### src/rtl/resstream_luma4x4_if.sv
// Stream bundle between the 4x4 luma predictor, the residual buffer and the
// transform/entropy consumer: one block-wide input beat and a per-sample output.
interface resstream_luma4x4_if #(
   parameter int MB_NUMBER_BITS = 12,
   parameter int RES_WIDTH      = 8
);
   logic                            in_valid;
   logic                            in_ready;
   logic [15:0][RES_WIDTH-1:0]      in_res;
   logic [2:0]                      in_mode;
   logic [MB_NUMBER_BITS:0]         in_mbnumber;

   logic                            out_valid;
   logic                            out_ready;
   logic [RES_WIDTH-1:0]            out_data;
   logic [3:0]                      out_pos;
   logic [2:0]                      out_mode;
   logic [MB_NUMBER_BITS:0]         out_mbnumber;
   logic                            out_last;

   // Producer/consumer side: offers blocks and accepts samples.
   modport master (
      output in_valid, in_res, in_mode, in_mbnumber, out_ready,
      input  in_ready, out_valid, out_data, out_pos, out_mode, out_mbnumber, out_last
   );

   // Buffer side.
   modport slave (
      input  in_valid, in_res, in_mode, in_mbnumber, out_ready,
      output in_ready, out_valid, out_data, out_pos, out_mode, out_mbnumber, out_last
   );
endinterface

### src/rtl/resstream_luma4x4.sv
// Residual block serializer for the 4x4 luma intra predictor.
// Takes a whole 4x4 residual block in one beat into a two-slot ping-pong buffer
// and drains it one sample per cycle, in raster or zigzag scan order.
module resstream_luma4x4 #(
   parameter int MB_NUMBER_BITS = 12,
   parameter int RES_WIDTH      = 8,
   parameter int ZIGZAG         = 1
) (
   input  logic                 clk,
   input  logic                 reset,
   input  logic                 enable,
   resstream_luma4x4_if.slave   bus
);

   localparam int MBW = MB_NUMBER_BITS + 1;

   logic [1:0][15:0][RES_WIDTH-1:0] slot_res;
   logic [1:0][2:0]                 slot_mode;
   logic [1:0][MBW-1:0]             slot_mb;

   logic       wr_ptr;
   logic       rd_ptr;
   logic [1:0] count;
   logic [3:0] idx;

   logic       push;
   logic       pop;
   logic       release_slot;
   logic [3:0] pos;

   // Raster position visited at each step of the 4x4 zigzag scan.
   function automatic logic [3:0] zz_pos(input logic [3:0] i);
      logic [3:0] p;
      case (i)
         4'd0:    p = 4'd0;
         4'd1:    p = 4'd1;
         4'd2:    p = 4'd4;
         4'd3:    p = 4'd8;
         4'd4:    p = 4'd5;
         4'd5:    p = 4'd2;
         4'd6:    p = 4'd3;
         4'd7:    p = 4'd6;
         4'd8:    p = 4'd9;
         4'd9:    p = 4'd12;
         4'd10:   p = 4'd13;
         4'd11:   p = 4'd10;
         4'd12:   p = 4'd7;
         4'd13:   p = 4'd11;
         4'd14:   p = 4'd14;
         default: p = 4'd15;
      endcase
      return p;
   endfunction

   // Handshakes only look at registered occupancy, so in_ready never depends on out_ready.
   assign bus.in_ready  = enable & (count < 2'd2);
   assign bus.out_valid = enable & (count != 2'd0);

   assign push         = bus.in_valid & bus.in_ready;
   assign pop          = bus.out_valid & bus.out_ready;
   assign release_slot = pop & (idx == 4'd15);

   assign pos = (ZIGZAG != 0) ? zz_pos(idx) : idx;

   assign bus.out_pos      = pos;
   assign bus.out_data     = slot_res[rd_ptr][pos];
   assign bus.out_mode     = slot_mode[rd_ptr];
   assign bus.out_mbnumber = slot_mb[rd_ptr];
   assign bus.out_last     = bus.out_valid & (idx == 4'd15);

   // Capture an accepted block into the write slot; other slot is left alone.
   always_ff @(posedge clk or posedge reset) begin
      if (reset) begin
         slot_res  <= '0;
         slot_mode <= '0;
         slot_mb   <= '0;
      end else if (push) begin
         slot_res[wr_ptr]  <= bus.in_res;
         slot_mode[wr_ptr] <= bus.in_mode;
         slot_mb[wr_ptr]   <= bus.in_mbnumber;
      end
   end

   // Pointer, occupancy and scan-index bookkeeping.
   always_ff @(posedge clk or posedge reset) begin
      if (reset) begin
         wr_ptr <= 1'b0;
         rd_ptr <= 1'b0;
         count  <= 2'd0;
         idx    <= 4'd0;
      end else begin
         if (push) begin
            wr_ptr <= ~wr_ptr;
         end
         if (pop) begin
            if (idx == 4'd15) begin
               idx    <= 4'd0;
               rd_ptr <= ~rd_ptr;
            end else begin
               idx <= idx + 4'd1;
            end
         end
         if (push && !release_slot) begin
            count <= count + 2'd1;
         end else if (release_slot && !push) begin
            count <= count - 2'd1;
         end
      end
   end

endmodule

### src/flat_wrapper.sv
// flat-port wrapper written by rule: the top's interface ports become plain ports
module resstream_luma4x4_flat 
#(
   parameter int MB_NUMBER_BITS = 12,
   parameter int RES_WIDTH      = 8,
   parameter int ZIGZAG         = 1
)
  (clk, reset, enable, bus_in_valid, bus_in_res, bus_in_mode, bus_in_mbnumber, bus_out_ready, bus_in_ready, bus_out_valid, bus_out_data, bus_out_pos, bus_out_mode, bus_out_mbnumber, bus_out_last);
  resstream_luma4x4_if #(.MB_NUMBER_BITS(MB_NUMBER_BITS), .RES_WIDTH(RES_WIDTH)) bus_i ();
  input  logic clk;
  input  logic reset;
  input  logic enable;
  input wire logic [$bits(bus_i.in_valid)-1:0] bus_in_valid;
  input wire logic [$bits(bus_i.in_res)-1:0] bus_in_res;
  input wire logic [$bits(bus_i.in_mode)-1:0] bus_in_mode;
  input wire logic [$bits(bus_i.in_mbnumber)-1:0] bus_in_mbnumber;
  input wire logic [$bits(bus_i.out_ready)-1:0] bus_out_ready;
  output wire logic [$bits(bus_i.in_ready)-1:0] bus_in_ready;
  output wire logic [$bits(bus_i.out_valid)-1:0] bus_out_valid;
  output wire logic [$bits(bus_i.out_data)-1:0] bus_out_data;
  output wire logic [$bits(bus_i.out_pos)-1:0] bus_out_pos;
  output wire logic [$bits(bus_i.out_mode)-1:0] bus_out_mode;
  output wire logic [$bits(bus_i.out_mbnumber)-1:0] bus_out_mbnumber;
  output wire logic [$bits(bus_i.out_last)-1:0] bus_out_last;
  assign bus_i.in_valid = bus_in_valid;
  assign bus_i.in_res = bus_in_res;
  assign bus_i.in_mode = bus_in_mode;
  assign bus_i.in_mbnumber = bus_in_mbnumber;
  assign bus_i.out_ready = bus_out_ready;
  assign bus_in_ready = bus_i.in_ready;
  assign bus_out_valid = bus_i.out_valid;
  assign bus_out_data = bus_i.out_data;
  assign bus_out_pos = bus_i.out_pos;
  assign bus_out_mode = bus_i.out_mode;
  assign bus_out_mbnumber = bus_i.out_mbnumber;
  assign bus_out_last = bus_i.out_last;
  resstream_luma4x4 #(.MB_NUMBER_BITS(MB_NUMBER_BITS), .RES_WIDTH(RES_WIDTH), .ZIGZAG(ZIGZAG)) u_core (.clk(clk), .reset(reset), .enable(enable), .bus(bus_i));
endmodule
### config.mk
export PLATFORM = sky130hd
export DESIGN_NAME = resstream_luma4x4_flat
export DESIGN_NICKNAME = d
export VERILOG_FILES = /design/src/rtl/resstream_luma4x4_if.sv /design/src/rtl/resstream_luma4x4.sv /design/src/flat_wrapper.sv
export SDC_FILE = /design/constraint.sdc
export NUM_CORES = 1
export LEC_CHECK = 0
export ABC_AREA = 0
export CORE_MARGIN = 2
export CORE_UTILIZATION = 40
export CTS_CLUSTER_SIZE = 12
export DETAILED_ROUTE_END_ITERATION = 7
export DONT_BUFFER_PORTS = 1
export PLACE_DENSITY_LB_ADDON = 0.2
export SYNTH_ARGS = -nofsm -noshare
export SYNTH_HDL_FRONTEND = slang
export SYNTH_SLANG_ARGS = --single-unit
### constraint.sdc
create_clock -name clk -period 22.6 [get_ports clk]
set_input_delay 4.52 -clock clk [delete_from_list [all_inputs] [get_ports clk]]
set_output_delay 4.52 -clock clk [all_outputs]
set_load 0.02 [all_outputs]
==> metrics.md <==
| Metric | Value |
|---|---|
| Status | completed |
| I/O Buffers | 0 |
| Routed vias | 8985 |
| Startpoint of the worst register-to-register path | u_core.count[1] |
| Count leader, synth | mux2_2 |
| Area delta synth->final | 11.0% |
| RSZ-0062 raised after global routing | no |
| Number of flops mapped to enable cells by yosys | 0 |
| Global-route wire length before repair | between 50 and 60 mm |
| Vias in the first global route | between 9000 and 10000 |
| Hold Path End | u_core.count[1] |
| Setup Skew | ~0.020 ns |
| CTS buffer count | 35 |
| Row cnt | about 70 |
| CTS tree | built |
| Reg2reg end | u_core.slot_res[14] |
| Leakage | between 6 and 7 nW |
| Placed cell count | 1500 |
| Hold Vio Cnt, Final | 0 |
| Clock buffer depth | 3 |
| Final setup fails | 0 |
| Post-CTS Repair Setup Buffers | 0 |
| Initial Util | 0.409 |
| Largest net degree at the start of global routing | between 80 and 90 |
| Share of cells above drive strength 1 | 0.379 |
| Final period utilization | 0.433 |
| CP Class | primary input to output pin |
| Core area | ~35000 um^2 |
| Die Y | ~190 um |
| Sink Count | just under 300 |
| Max Fclk | about 100 MHz |
| CTS clk-pin slew, worst paths | 0.05 ns |
| H-tree levels | 2 |
| Worst skew pair latency | about 0.54 ns |
| Layout Cells excl Fill | 1561 |
| CP required | approximately 18 ns |
| Delay-heaviest family, CP | simple AND/OR/NAND/NOR gates |
| Wirelength per Cell | 24.2 um |
| Die Wd | slightly below 200 um |
| Min-Delay Path Class | flip-flop to flip-flop |
| Crit-path slowest cell | nor2b_1 |
| Top cell type's share of synthesized area | 0.522 |
| Ant. Diodes | 0 |
| Num ports | 180 |
| Largest cells by area after synthesis | dfrtp_1 52%, mux2_2 24%, mux2i_1 2.9% |
| Worst Tran Pin Value | roughly 1.1 ns |
| Commonest cells post-synth | 306 x mux2_2, 296 x dfrtp_1, 65 x clkbuf_1 |
| Seq/Total Area, Yosys | 0.522 |
| Min-delay src | u_core.count[1] |
| IR drop worst, VDD | 0.0937 mV |
| Synth cell types | 50 |
| Hold Path Depth | 1 |
| Nets | 1240 |
| Post-cts hold buffer count | 0 |
| Post-DP HPWL | 24.0 mm |
| CP arrival | 5.27 ns |
| Via density | 5.76 |
| Drt drc | 0 |
| Clock root buffer master | clkbuf_16 |
| RePlAce Congestion | 0.765 |
| Net Count, Synth | between 1000 and 1500 |
| Grt ovf | 0 |
| Post-synthesis compound-gate area fraction | 0.0811 |
| Worst reg2reg path depth | 6 |
| TritonRoute pass-1 iters | 5 |
| Simple-gate portion of the synthesized area | 0.0730 |
| Mux cell area share after synthesis | 0.281 |
| Initial antenna violation count | 3 |
| Largest family of logic cells by synthesized area | multiplexers |
| DIE AREA | around 37000 um^2 |
| Register bit total from synthesis | 296 |
| Final Max Slew Viols | 0 |
| Fin crit period | approximately 9.8 ns |
| Power Density | around 160 nW/um^2 |
| Synth Flop Type | dfrtp_1 |
| Ys Warns | 0 |
| Startpoint types | primary input |
| Final ANT Viol Nets | 0 |
| Total GRT Usage | 0.207 |
| R2R setup slack | ~18 ns |
| Setup tns final | 0 ns |
| CP max stage delay | 0.49 ns |
| CP Capture Type | output pin |
| Area leader, netlist | dfrtp_1 |
| Syn Std Cell Area | 14200 um^2 |
| CP Cell Sequence | o21a_1, nor2b_1 |
| Max transition margin | 0.267 |
| Max_cap viols | 0 |
| Initial DRC Count | 458 |
| Critical Path Fanout Max | 4 |
| Avg Inst Size Synth | 12.7 um^2 |
| Bufs and invs on worst path | 0 |
| Post-CTS sizing | 0 |
| Post-Synth Adder-Cell Area | 0.00793 |
| Syn Inst Count | between 1000 and 1500 |
| Post-Synth XOR/XNOR Area | 0.00370 |
| Final wirelength | about 38 mm |
| Share of synthesized flip-flops with an asynchronous set or reset | 1.00 |
## cells by family after synthesis
kind of cell	after synthesis
AO/OA/AOI/OAI	170
XOR/XNOR	6
adder cells (fa/ha/maj)	9
buffers and inverters	98
flip-flops	296
multiplexers	353
AND/OR/NAND/NOR	183
## routing by layer
metal	global-route usage	wire length, um	share of wire	up-vias
li1	-	-	-	4061
met1	0.273	16500	0.44	4638
met2	0.328	17400	0.46	235
met3	0.0631	3060	0.081	49
met4	0.0655	832	0.022	2
met5	0	13	0.00034	-
## report_power, final
part,internal (W),switching [W],total (W)
clock network,0.000362,0.000222,0.000584
logic,0.000469,0.000553,0.00102
registers,0.000798,0.000146,0.000944
total,0.00163,0.000921,0.00255
## how the worst max path moves through the flow
stage	startpoint	to	slack, ns	depth (start not counted)
after floorplan	reset	u_core.count[0]	9.90	1
after global placement	enable	bus_out_last	12.82	2
after detailed placement	enable	bus_out_last	12.80	2
after CTS	enable	bus_out_last	12.80	2
after global routing	enable	bus_out_last	12.77	2
final	enable	bus_out_last	12.81	2
## sequential cells by signal, summed over array words and instances, names as in the netlist
| register | count |
|---|---|
| u_core.count | 2 |
| u_core.idx | 4 |
| u_core.rd_ptr | 1 |
| u_core.slot_mb | 26 |
| u_core.slot_mode | 6 |
| u_core.slot_res | 256 |
| u_core.wr_ptr | 1 |
## stage by stage
stage / hold slack (ns) / total power (W) / worst slack [ns] / cell area, um^2 / utilization
2_1_floorplan: 0.463 / 0.00171 / 9.90 / 14200 / -
3_3_place_gp: 0.480 / 0.00196 / 12.82 / 14600 / 0.419
3_5_place_dp: 0.485 / 0.00198 / 12.80 / 14600 / 0.419
4_1_cts: 0.496 / 0.00258 / 12.80 / 15800 / 0.454
5_1_grt: 0.508 / 0.00271 / 12.77 / 15800 / 0.454
6_report: 0.491 / 0.00255 / 12.81 / 15800 / 0.454
## cell type report
class,instances,area [um^2]
Inverter,7,38.8
Multi-Input combinational cell,721,6380
Tap cell,455,569
Fill cell,3177,19000
Timing Repair Buffer,21,158
Sequential cell,296,7410
Clock buffer,53,1080
Clock inverter,8,120
## cells in the final DEF (no fill, tap or decap), drive strengths merged, types with 9 or more instances in the layout
master and count:
mux2 306, a31o 15, clkbuf 53, a211oi 23
a21oi 30, o21ai 42, mux2i 42, buf 21
o21a 28, and3 32, nor2 9, nand3 46
nand2 14, dfrtp 296, a31oi 13, nor4 17
nor3 32, ha 9
Note: power is estimated with default switching activity, not from simulation.
